--- config.mk ---
export PLATFORM = sky130hd
export DESIGN_NAME = rank_loader
export DESIGN_NICKNAME = d
export VERILOG_FILES = /design/src/rtl/rank_loader.sv
export SDC_FILE = /design/constraint.sdc
export NUM_CORES = 1
export LEC_CHECK = 0
export ABC_AREA = 1
export ABC_CLOCK_PERIOD_IN_PS = 4240
export BUFFER_PORTS_ARGS = -buffer_cell sky130_fd_sc_hd__buf_2
export CORE_AREA = 2 2 209 211
export CTS_CLUSTER_SIZE = 24
export DETAILED_ROUTE_END_ITERATION = 10
export DIE_AREA = 0 0 211 213
export GPL_ROUTABILITY_DRIVEN = 0
export HOLD_SLACK_MARGIN = 0.06
export PLACE_DENSITY = 0.76
export SKIP_LAST_GASP = 1
export SYNTH_ARGS = -nofsm -noshare
export SYNTH_HDL_FRONTEND = slang
export SYNTH_SLANG_ARGS = --single-unit
--- constraint.sdc ---
create_clock -name clk -period 4.24 [get_ports clk]
set_clock_uncertainty 0.2 [all_clocks]
set_input_delay 0.212 -clock clk [delete_from_list [all_inputs] [get_ports clk]]
set_output_delay 0.212 -clock clk [all_outputs]
set_load 0.03 [all_outputs]
--- src/rtl/rank_loader.sv ---
// Serial score loader and sequencer for the top-10 sorter: packs NUM_WORDS scores
// into a flat bus, then issues one clear pulse and SORT_CYCLES enable cycles.
module rank_loader #(
  parameter int DATA_WIDTH  = 16,
  parameter int NUM_WORDS   = 32,
  parameter int SORT_CYCLES = 275
) (
  input  logic                            clk,
  input  logic                            rst_n,
  input  logic                            start,
  input  logic                            in_valid,
  input  logic [DATA_WIDTH-1:0]           in_data,
  input  logic                            in_last,
  output logic                            in_ready,
  output logic [DATA_WIDTH*NUM_WORDS-1:0] array_out,
  output logic                            sort_rst,
  output logic                            sort_en,
  output logic                            busy,
  output logic                            done
);

  localparam int IDX_W = $clog2(NUM_WORDS) + 1;
  localparam int CNT_W = $clog2(SORT_CYCLES) + 1;

  typedef enum logic [2:0] {
    IDLE  = 3'd0,
    LOAD  = 3'd1,
    CLEAR = 3'd2,
    SORT  = 3'd3,
    DONE  = 3'd4
  } state_t;

  state_t           state;
  logic [IDX_W-1:0] wr_idx;
  logic [CNT_W-1:0] sort_cnt;
  logic             accept;
  logic             last_word;

  // in_ready is registered and only ever high in LOAD, so accept implies LOAD
  assign accept    = in_valid & in_ready;
  assign last_word = in_last | (wr_idx == IDX_W'(NUM_WORDS - 1));

  always_ff @(posedge clk or negedge rst_n) begin
    if (!rst_n) begin
      state     <= IDLE;
      wr_idx    <= '0;
      sort_cnt  <= '0;
      array_out <= '0;
      in_ready  <= 1'b0;
      sort_rst  <= 1'b0;
      sort_en   <= 1'b0;
      busy      <= 1'b0;
      done      <= 1'b0;
    end else begin
      case (state)
        IDLE, DONE: begin
          if (start) begin
            state     <= LOAD;
            wr_idx    <= '0;
            array_out <= '0;
            in_ready  <= 1'b1;
            busy      <= 1'b1;
            done      <= 1'b0;
          end
        end
        LOAD: begin
          if (accept) begin
            for (int i = 0; i < NUM_WORDS; i++) begin
              if (wr_idx == IDX_W'(i)) array_out[i*DATA_WIDTH +: DATA_WIDTH] <= in_data;
            end
            wr_idx <= wr_idx + IDX_W'(1);
            // Drop ready on the final word so nothing past the batch end is taken
            if (last_word) begin
              state    <= CLEAR;
              in_ready <= 1'b0;
              sort_rst <= 1'b1;
            end
          end
        end
        CLEAR: begin
          state    <= SORT;
          sort_rst <= 1'b0;
          sort_en  <= 1'b1;
          sort_cnt <= CNT_W'(SORT_CYCLES - 1);
        end
        SORT: begin
          if (sort_cnt == '0) begin
            state   <= DONE;
            sort_en <= 1'b0;
            busy    <= 1'b0;
            done    <= 1'b1;
          end else begin
            sort_cnt <= sort_cnt - CNT_W'(1);
          end
        end
        default: state <= IDLE;
      endcase
    end
  end

endmodule

==> results.py, run 1 <==
metrics = {
    "outcome": {
        "status": "finished clean",
    },
    "cts": {
        "cts_tree": "done",
        "cts.htree.levels": 2,
        "cts_inserted_buffers": 53,
        "cts.path.max_buffers": 3,
        "clk_latency_ns": 0.61,
        "cts-root-buf": "clkbuf_16",
        "clock-sinks": 536,
        "path_clk_slew_ns": 0.06,
    },
    "placed_design": {
        "dp_hpwl_um": 51400,
        "port_buffers": 537,
    },
    "power_and_ir_drop": {
        "comb_power_share_pct": 1.5,
        "power.share.clock_pct": 46.6,
        "pwr-share-seq_pct": 51.9,
        "power_leakage_nw": 16.4,
        "p_int_mw": 7.73,
        "p_sw_mw": 2.13,
        "peakVddDrop_uv": 275,
        "sw_frac_of_total_pct": 21.6,
        "p_per_area_nw_per_um2": 367,
    },
    "yosys": {
        "synth_ff_type": "dfrtp_1",
        "synth_mux_area_share_pct": 0,
        "ys_seq_elements": 536,
        "synthAdderAreaFrac_pct": 0.286,
        "syn_area_um2": 21800,
        "syn_avg_cell_area_um2": 8.56,
        "syn_inst": 2552,
        "synth_compound_area_share_pct": 0.561,
        "synth_fp_nets": 2578,
        "synth_cell_types": 23,
        "synthXorXnorAreaFrac_pct": 0.200,
        "yosys.area_share.simple_pct": 33.7,
        "synth_edf_count": 0,
        "ys_async_sr_fraction_pct": 100,
        "synth_warnings": 0,
        "synth_top_family_by_area": "simple AND/OR/NAND/NOR gates",
        "ys_seq_area_share_pct": 61.4,
    },
    "drt": {
        "drc": 0,
        "drtIter0Drc": 2012,
        "drt-wirelength-per-cell_um": 21.0,
        "antenna_left": 0,
        "wl_um": 76600,
        "first_pass_iters": 6,
        "vias": 19500,
        "viasPerCell": 5.35,
    },
    "worst_setup_path": {
        "path_max_fanout": 49,
        "cp.required_ns": 4.54,
        "worstSetupPathType": "flop to flop",
        "worst_path_largest_cell_delay_ns": 0.76,
        "end_kind": "flop",
        "slowest_stage": "buf_4",
        "worstPathCellList": "inv_1, nand3_2, nand2_4, buf_4, nand3_1, nand2_1, nand2_1",
        "cpMostUsedCell": "nand2_1",
        "crit_path_start_kind": "flop",
        "cp.arrival_ns": 3.43,
    },
    "die": {
        "die_h_um": 213,
        "die_area_um2": 44900,
        "core_area_um2": 42700,
        "start_util_pct": 51.2,
        "die_x_um": 211,
        "ios": 538,
        "row_count": 76,
    },
    "finish": {
        "fin_nets": 3083,
        "fill_cells": 3586,
        "antenna_cells": 0,
        "area_delta_synth_final_pct": 23.0,
        "drive_gt1_share_pct": 23.2,
    },
    "global_route": {
        "met2_usage_pct": 53.9,
        "grt_pass1_wl_um": 114000,
        "overflow": 0,
        "grt_pass1_vias": 18700,
        "grt.busiest_layer": "met2",
        "grtUsageTotal_pct": 33.8,
        "met3_usage_pct": 8.41,
        "grtUsageMet1_pct": 43.3,
        "grt_max_degree": 116,
        "antenna_found_initial": 0,
    },
    "timing": {
        "tightest_slew_ns": 1.44,
        "final_max_slew_viol_count": 0,
        "rsz0062_at_grt": "false",
        "setup_viol": 0,
        "fin_crit_sh_pct": 73.7,
        "finalSetupTns_ns": 0,
        "max_slew_margin_pct": 3.46,
        "whs_ns": 0.114,
        "period_needed_ns": 3.13,
        "fmax_ghz": 0.320,
        "finalHoldViolCount": 0,
    },
    "hold_path": {
        "hp-class": "primary input to flop",
    },
    "run": {
        "maxCapViolCount": 0,
    },
}
[cells in the final DEF (no fill, tap or decap), drive strengths merged]
cell type	n
dlygate4sd3	21
nand3	51
ha	5
nor2	84
o21ai	17
dfrtp	536
clkbuf	84
xor2	5
inv	54
a21oi	3
or2	1
clkinvlp	1
o21bai	3
clkinv	7
nand2	1641
nand4	20
buf	562
[per-layer routing]
| layer | wire, um | up-vias |
|---|---|---|
| li1 | - | 8711 |
| met1 | 29400 | 9505 |
| met2 | 35800 | 1029 |
| met3 | 7490 | 229 |
| met4 | 3870 | 0 |
| met5 | 0 | - |
[kinds of logic (layout without fill, tap and decap cells)]
group	after synthesis	count (layout)
and+or+nand+nor	1797	1797
buffers and inverters	186	729
AOI/OAI and AO/OA	23	23
DFF	536	536
xor gates and xnor gates	5	5
adders and majority gates	5	5
[worst max-delay path, delay by kind of cell (launching register included)]
family,cells,cell delay [ns]
and+or+nand+nor,5,1.59
DFF,1,0.38
buffers and inverters,2,0.85
[flip-flops by register name, indices dropped and copies added (netlist names)]
register / flops
array_out: 512
sort_cnt: 10
wr_idx: 6
state: 3
busy: 1
done: 1
in_ready: 1
sort_en: 1
sort_rst: 1
[worst paths after layout]
path                             endpoint      startpoint  cells past startpoint  slack, ns
min in group asynchronous   array_out[71]           rst_n                      3       0.53
min reg2reg                array_out[119]  array_out[119]                      2       0.26
max in group asynchronous   array_out[75]           rst_n                      4       2.11
max reg2reg                array_out[181]        state[1]                      7       1.11
max                        array_out[181]        state[1]                      7       1.11
min                        array_out[311]      in_data[7]                      5       0.11
[cells in the mapped netlist, types with 3 or more instances]
| cell type | n | area (um2) |
|---|---|---|
| nand3_2 | 10 | 100 |
| buf_1 | 3 | 11.3 |
| clkbuf_1 | 54 | 203 |
| nand4_1 | 20 | 125 |
| ha_1 | 5 | 62.6 |
| nand3_4 | 21 | 368 |
| nand2_1 | 1640 | 6160 |
| a21oi_1 | 3 | 15.0 |
| xor2_1 | 5 | 43.8 |
| buf_6 | 5 | 56.3 |
| buf_4 | 5 | 37.5 |
| nor2_4 | 24 | 270 |
| dfrtp_1 | 536 | 13400 |
| nand3_1 | 20 | 100 |
| inv_1 | 51 | 191 |
| nor2_1 | 56 | 210 |
| nor2_2 | 4 | 25.0 |
| o21bai_1 | 3 | 22.5 |
| buf_2 | 66 | 330 |
| o21ai_0 | 17 | 85.1 |
[power groups by stage]
stage	combinational, mW	clock (mW)	sequential, mW
2_1_floorplan	0.00328	0	5.21
3_3_place_gp	0.135	0	5.21
3_5_place_dp	0.139	0	5.21
4_1_cts	0.154	4.64	5.11
5_1_grt	0.169	4.83	5.11
6_report	0.146	4.60	5.11
[layout make-up]
class / count / area (um2) / share of cell area, %
sequential: 536 / 13400 / 49.9
multi-input combinational: 1830 / 7720 / 28.8
timing repair buffer: 583 / 3160 / 11.8
clock buffer: 84 / 1600 / 5.97
tap: 546 / 683 / 2.54
inverter: 53 / 201 / 0.750
clock inverter: 9 / 80.1 / 0.298
[through the flow]
stage	instance area, um2	util [%]	total power [mW]	worst slack, ns	instances
after floorplan	21800	-	5.21	2.37	2552
after global placement	25000	58.5	5.34	1.26	3527
after detailed placement	25000	58.5	5.35	1.12	3527
after CTS	26900	62.9	9.91	1.13	3641
after global routing	26900	62.9	10.1	0.873	3641
final	26900	62.9	9.86	1.11	3641
[repair_timing]
item                      CTS  global route
resized for setup           0             0
setup buffers               0             0
hold buffers               21             0
hold endpoints to repair  380             0
Note: power is estimated with default switching activity, not from simulation.
==> run 2: changes to the inputs <==
- ABC_AREA: 1 -> 0
- ABC_CLOCK_PERIOD_IN_PS: 4240 -> 2870
- CORE_AREA: 2 2 209 211 -> unset
- CORE_UTILIZATION: unset -> 48
- DIE_AREA: 0 0 211 213 -> unset
- PLACE_DENSITY: 0.76 -> 0.75
- clock period: 4.24 -> 2.87 ns (I/O delays scaled with it)
==> run 2 against run 1 <==
Effect of this change:
- die area rose by 3.9%
- worst setup slack worse by 0.81 ns
- synthesized cell count fell by 25%
- clock power increased by 61%
- sequential cell count stayed put
- non-clock buffer count up 54
- combinational power grew to 21 times the previous value
- power grew 89%
- highest routed layer unchanged
==> results.py, run 2 <==
metrics = {
    "timing": {
        "max_slew_margin_pct": 45.3,
        "rsz0062_at_grt": "false",
        "finalSetupTns_ns": 0,
        "tightest_slew_ns": 0.820,
        "final_max_slew_viol_count": 0,
        "period_needed_ns": 2.57,
        "fmax_ghz": 0.390,
        "whs_ns": 0.0877,
        "finalHoldViolCount": 0,
        "fin_crit_sh_pct": 89.4,
        "setup_viol": 0,
    },
    "yosys": {
        "yosys-top-cells-area": "dfrtp_1 61%, mux2i_1 16%, nand2_1 6.5%, nand3_1 3.8%, o21ai_0 3.7%",
        "ys_seq_area_share_pct": 61.0,
        "synthTopCellsByCount": "536 x dfrtp_1, 379 x nand2_1, 355 x mux2i_1",
        "synth_ff_type": "dfrtp_1",
        "syn_avg_cell_area_um2": 11.5,
        "ys_async_sr_fraction_pct": 100,
        "synth_area_leader_cell": "dfrtp_1",
        "synth_fp_nets": 1947,
        "synth_warnings": 0,
        "yosys.area.top_type_share_pct": 61.0,
        "syn_area_um2": 22000,
        "synth_edf_count": 0,
        "synth_cell_types": 52,
        "syn_inst": 1921,
        "ys_seq_elements": 536,
        "yosysMostFrequentCell": "dfrtp_1",
    },
    "finish": {
        "multi_input_area_um2": 7640,
        "reg_top3": "array_out: 512 flops, sort_cnt: 10 flops, wr_idx: 6 flops",
        "fin_cells": 3067,
        "finish.utilization_pct": 60.6,
        "seq_area_um2": 13400,
        "mostFrequentLayoutCells": "536 x dfrtp_1, 536 x buf_2, 362 x nand2_1, 355 x mux2i_1, 167 x nand3_1",
        "largest_register": "array_out",
        "area_delta_synth_final_pct": 24.6,
        "largest_register_ffs": 512,
        "drive_gt1_share_pct": 30.1,
        "fill_cells": 3638,
        "fin_nets": 2447,
        "fin_area_um2": 27400,
    },
    "drt": {
        "drc": 0,
        "wl_um": 70800,
        "vias": 17100,
        "drtIter0Drc": 1664,
        "drt-wirelength-per-cell_um": 23.1,
        "viasPerCell": 5.58,
        "antenna_left": 0,
        "first_pass_iters": 5,
    },
    "placed_design": {
        "dp_hpwl_um": 45400,
        "port_buffers": 537,
        "placed_cells": 2946,
        "dpl_cell_area_um2": 25300,
    },
    "cts": {
        "clock-sinks": 536,
        "cts-root-buf": "clkbuf_16",
        "path_clk_slew_ns": 0.06,
        "clk_latency_ns": 0.61,
        "cts_inserted_buffers": 54,
        "cts.path.max_buffers": 3,
        "cts.htree.levels": 2,
        "cts_tree": "done",
    },
    "worst_setup_path": {
        "slowest_stage": "and4b_1",
        "worstSetupPathType": "flop to flop",
        "worst_path_largest_cell_delay_ns": 0.70,
        "cp_num_buf_inv": 1,
        "path_max_fanout": 16,
        "crit_path_start_kind": "flop",
        "cp.required_ns": 3.19,
        "critical-path-top-delay-family": "simple AND/OR/NAND/NOR gates",
        "cp.arrival_ns": 2.88,
        "end_kind": "flop",
        "worstPathCellList": "and4b_1, o211ai_2, nor2b_2, buf_4, mux2i_1",
    },
    "global_route": {
        "grt_pass1_wl_um": 106000,
        "grt_pass1_vias": 17200,
        "grtUsageTotal_pct": 29.9,
        "antenna_found_initial": 2,
        "overflow": 0,
        "grt_max_degree": 107,
    },
    "die": {
        "die_x_um": 216,
        "row_count": 78,
        "die_area_um2": 46700,
        "ios": 538,
        "core_area_um2": 45300,
        "die_h_um": 216,
        "start_util_pct": 48.6,
    },
    "outcome": {
        "status": "finished clean",
    },
    "power_and_ir_drop": {
        "p_per_area_nw_per_um2": 681,
        "peakVddDrop_uv": 440,
        "power_leakage_nw": 13.6,
    },
    "run": {
        "maxCapViolCount": 0,
    },
    "hold_path": {
        "hp-class": "primary input to async pin",
    },
}
-- run 2: cell count changes after synthesis, sizes merged, moves of 7 or more --
cell / before / now
o21ai: 17 / 163
nand4: 20 / 2
nand3: 51 / 167
buf: 79 / 86
nor2: 84 / 14
mux2i: 0 / 355
nand2: 1641 / 379
and3: 0 / 22
clkbuf: 54 / 107
o2111ai: 0 / 10
inv: 53 / 8
-- run 2: final timing paths --
kind                                 start              to  slack, ns  depth (start not counted)
worst max-delay path              state[0]  array_out[120]       0.30                          5
min in group clk                in_data[5]  array_out[501]       0.13                          3
worst min-delay path                 rst_n  array_out[369]       0.09                          3
max in group asynchronous            rst_n  array_out[478]       1.90                          3
worst max register to register    state[0]  array_out[120]       0.30                          5
worst min register to register        done            done       0.28                          2
-- run 2: what timing repair did --
action                                 CTS  global route
setup buffers                            0             0
endpoints found under the hold margin  857             0
hold buffers                            19             0
gates resized for setup                  0             0
-- run 2: per-stage QoR --
| step | total power [mW] | setup WS [ns] |
|---|---|---|
| global route | 19.3 | 0.129 |
| finish | 18.7 | 0.303 |
| CTS | 18.7 | 0.298 |
| detailed placement | 11.3 | 0.320 |
| global placement | 11.2 | 0.442 |
| floorplan | 9.87 | 0.781 |
-- run 2: layout make-up --
cell class / count / area share (%)
flip-flops and latches: 536 / 48.9
multi-input cells: 1184 / 27.9
well taps: 600 / 2.74
inverters: 8 / 0.110
clock inverters: 16 / 0.881
clock buffers: 84 / 5.96
repair buffers: 637 / 13.5
diodes: 2 / 0.0183
-- run 2: power by group --
part / leakage (nW) / switching, mW / internal [mW]
combinational: 5.28 / 2.30 / 0.795
clock: 0.915 / 2.98 / 4.44
sequential: 7.44 / 0.279 / 7.88
-- run 2: cells by family (layout without fill, tap and decap cells) --
logic type	after synthesis	count (layout)	share of synthesized area, %
AO/OA/AOI/OAI	199	199	5.00
XOR/XNOR	3	3	0.119
adder cells (fa/ha/maj)	5	5	0.284
buffers and inverters	201	745	4.90
flip-flops	536	536	61.0
multiplexers	355	355	16.2
other	0	2	0
AND/OR/NAND/NOR	622	622	12.6
-- run 2: worst reg2reg max path, stage by stage (launching register included) --
cell and delay (ns):
dfrtp_1 0.60, and4b_1 0.70, o211ai_2 0.24, nor2b_2 0.16, buf_4 0.32, mux2i_1 0.27
-- run 2: routing by layer --
layer  vias to the layer above  wire length [um]  global-route usage, %
met5                         -                 0                      0
met4                         0              3200                   13.8
met3                       180              5110                   6.71
met2                       719             34200                   48.3
met1                      8714             28200                   38.6
li1                       7511                 -                      -
==> run 3: changes to the inputs <==
- CELL_PAD_IN_SITES_DETAIL_PLACEMENT: unset -> 0
- CELL_PAD_IN_SITES_GLOBAL_PLACEMENT: unset -> 1
- CORE_UTILIZATION: 48 -> 38
- PLACE_DENSITY: 0.75 -> 0.76
==> run 3 against run 2 <==
Effect of this change:
- critical endpoint is now array_out[25]
- worst setup slack better by 0.19 ns
- register-to-register slack better by 0.19 ns
- sequential share of layout area is 0.35 points lower
- combinational power hardly changed
- highest routed layer unchanged
- count of clock-buffer cells in the layout is 1 lower
- cell count is 5.2% higher
- power is 0.20% lower
- die area is 26% higher
==> results.py, run 3 (synthesis results as in run 2) <==
metrics = {
    "cts": {
        "cts.path.max_buffers": 3,
        "post_cts_buffers": 0,
        "clock-sinks": 536,
        "ctsHoldBuffers": 22,
        "cts_tree": "done",
        "path_clk_slew_ns": 0.06,
        "clk_latency_ns": 0.59,
        "cts_resized": 0,
        "cts_inserted_buffers": 56,
        "cts.htree.levels": 2,
        "cts-root-buf": "clkbuf_16",
    },
    "global_route": {
        "grt_max_degree": 142,
        "overflow": 0,
        "grtUsageTotal_pct": 24.8,
        "antenna_found_initial": 1,
        "grt_pass1_vias": 17000,
        "grt_pass1_wl_um": 110000,
    },
    "timing": {
        "rsz0062_at_grt": "false",
        "finalSetupTns_ns": 0,
        "tightest_slew_ns": 0.727,
        "whs_ns": 0.0769,
        "period_needed_ns": 2.37,
        "finalHoldViolCount": 0,
        "max_slew_margin_pct": 51.6,
        "fmax_ghz": 0.422,
        "final_max_slew_viol_count": 0,
        "fin_crit_sh_pct": 82.6,
        "setup_viol": 0,
    },
    "finish": {
        "fin_nets": 2452,
        "largest_register_ffs": 512,
        "drive_gt1_share_pct": 30.2,
        "fill_cells": 5297,
        "mostFrequentLayoutCells": "536 x dfrtp_1, 536 x buf_2, 362 x nand2_1, 355 x mux2i_1, 167 x nand3_1",
        "reg_top3": "array_out: 512 flops, sort_cnt: 10 flops, wr_idx: 6 flops",
        "largest_register": "array_out",
        "finish.utilization_pct": 48.6,
        "area_delta_synth_final_pct": 25.5,
        "antenna_cells": 0,
    },
    "drt": {
        "drtIter0Drc": 1128,
        "vias": 16700,
        "drt-wirelength-per-cell_um": 22.8,
        "antenna_left": 0,
        "first_pass_iters": 7,
        "viasPerCell": 5.17,
        "wl_um": 73600,
        "drc": 0,
    },
    "hold_path": {
        "hp-class": "primary input to async pin",
    },
    "worst_setup_path": {
        "end_kind": "flop",
        "regToRegSetupSlack_ns": 0.50,
        "cp.required_ns": 3.18,
        "path_max_fanout": 22,
        "crit_start": "state[0]",
        "crit_path_end": "array_out[25]",
        "crit_path_start_kind": "flop",
        "worstSetupPathType": "flop to flop",
        "r2r_start": "state[0]",
        "cp.arrival_ns": 2.69,
        "ff2ff_path_depth": 6,
        "r2r-end": "array_out[25]",
    },
    "power_and_ir_drop": {
        "pwr-share-seq_pct": 43.8,
        "peakVddDrop_uv": 399,
        "p_sw_mw": 5.64,
        "p_per_area_nw_per_um2": 675,
        "comb_power_share_pct": 16.6,
        "p_int_mw": 13.0,
        "power.share.clock_pct": 39.5,
        "sw_frac_of_total_pct": 30.2,
        "power_leakage_nw": 13.6,
    },
    "placed_design": {
        "dp_hpwl_um": 47600,
        "port_buffers": 537,
    },
    "run": {
        "maxCapViolCount": 0,
    },
    "outcome": {
        "status": "finished clean",
    },
    "die": {
        "start_util_pct": 38.7,
        "die_h_um": 243,
        "core_area_um2": 56800,
        "die_area_um2": 58900,
        "die_x_um": 243,
        "ios": 538,
        "row_count": 87,
    },
}
-- run 3: worst min-delay path by stage --
stage	startpoint	cells after the start	end	slack, ns
4_1_cts	rst_n	3	array_out[374]	0.07
2_1_floorplan	rst_n	0	array_out[0]	-0.35
5_1_grt	rst_n	3	array_out[375]	0.09
6_report	rst_n	3	array_out[375]	0.08
3_5_place_dp	rst_n	1	array_out[427]	-0.04
3_3_place_gp	rst_n	1	array_out[425]	-0.05
-- run 3: layer usage --
| metal | vias up | wire, um | global-route usage (%) |
|---|---|---|---|
| met2 | 549 | 36400 | 41.5 |
| met5 | - | 0 | 0 |
| li1 | 7542 | - | - |
| met1 | 8454 | 29900 | 31.6 |
| met4 | 0 | 2550 | 8.69 |
| met3 | 127 | 4800 | 5.65 |
-- run 3: worst max-delay path: stages, from the launching register on --
cell and delay, ns:
dfrtp_1 0.61, nand4b_1 0.23, a21oi_1 0.21, buf_4 0.24, and3_1 0.22, buf_4 0.33, mux2i_1 0.24
-- run 3: area by class of cell --
type / count / area (um2) / share of cell area (%)
well taps: 756 / 946 / 3.43
inverters: 8 / 30.0 / 0.109
multi-input cells: 1184 / 7640 / 27.7
clock inverters: 18 / 209 / 0.757
clock buffers: 83 / 1660 / 6.03
flip-flops and latches: 536 / 13400 / 48.6
repair buffers: 640 / 3720 / 13.5
-- run 3: stage by stage --
stage | std cells | cell area (um2) | power [mW] | setup WS, ns
2_1_floorplan | 1921 | 22000 | 9.87 | 0.781
3_3_place_gp | 3102 | 25500 | 11.3 | 0.566
3_5_place_dp | 3102 | 25500 | 11.4 | 0.527
4_1_cts | 3225 | 27600 | 18.8 | 0.500
5_1_grt | 3225 | 27600 | 19.3 | 0.306
6_report | 3225 | 27600 | 18.6 | 0.498
-- run 3: power groups by stage --
stage	Combinational, mW	Sequential, mW	Clock, mW
global placement	3.05	8.28	0
floorplan	1.19	8.69	0
global route	3.30	8.21	7.83
detailed placement	3.09	8.29	0
CTS	3.13	8.16	7.53
finish	3.10	8.17	7.37
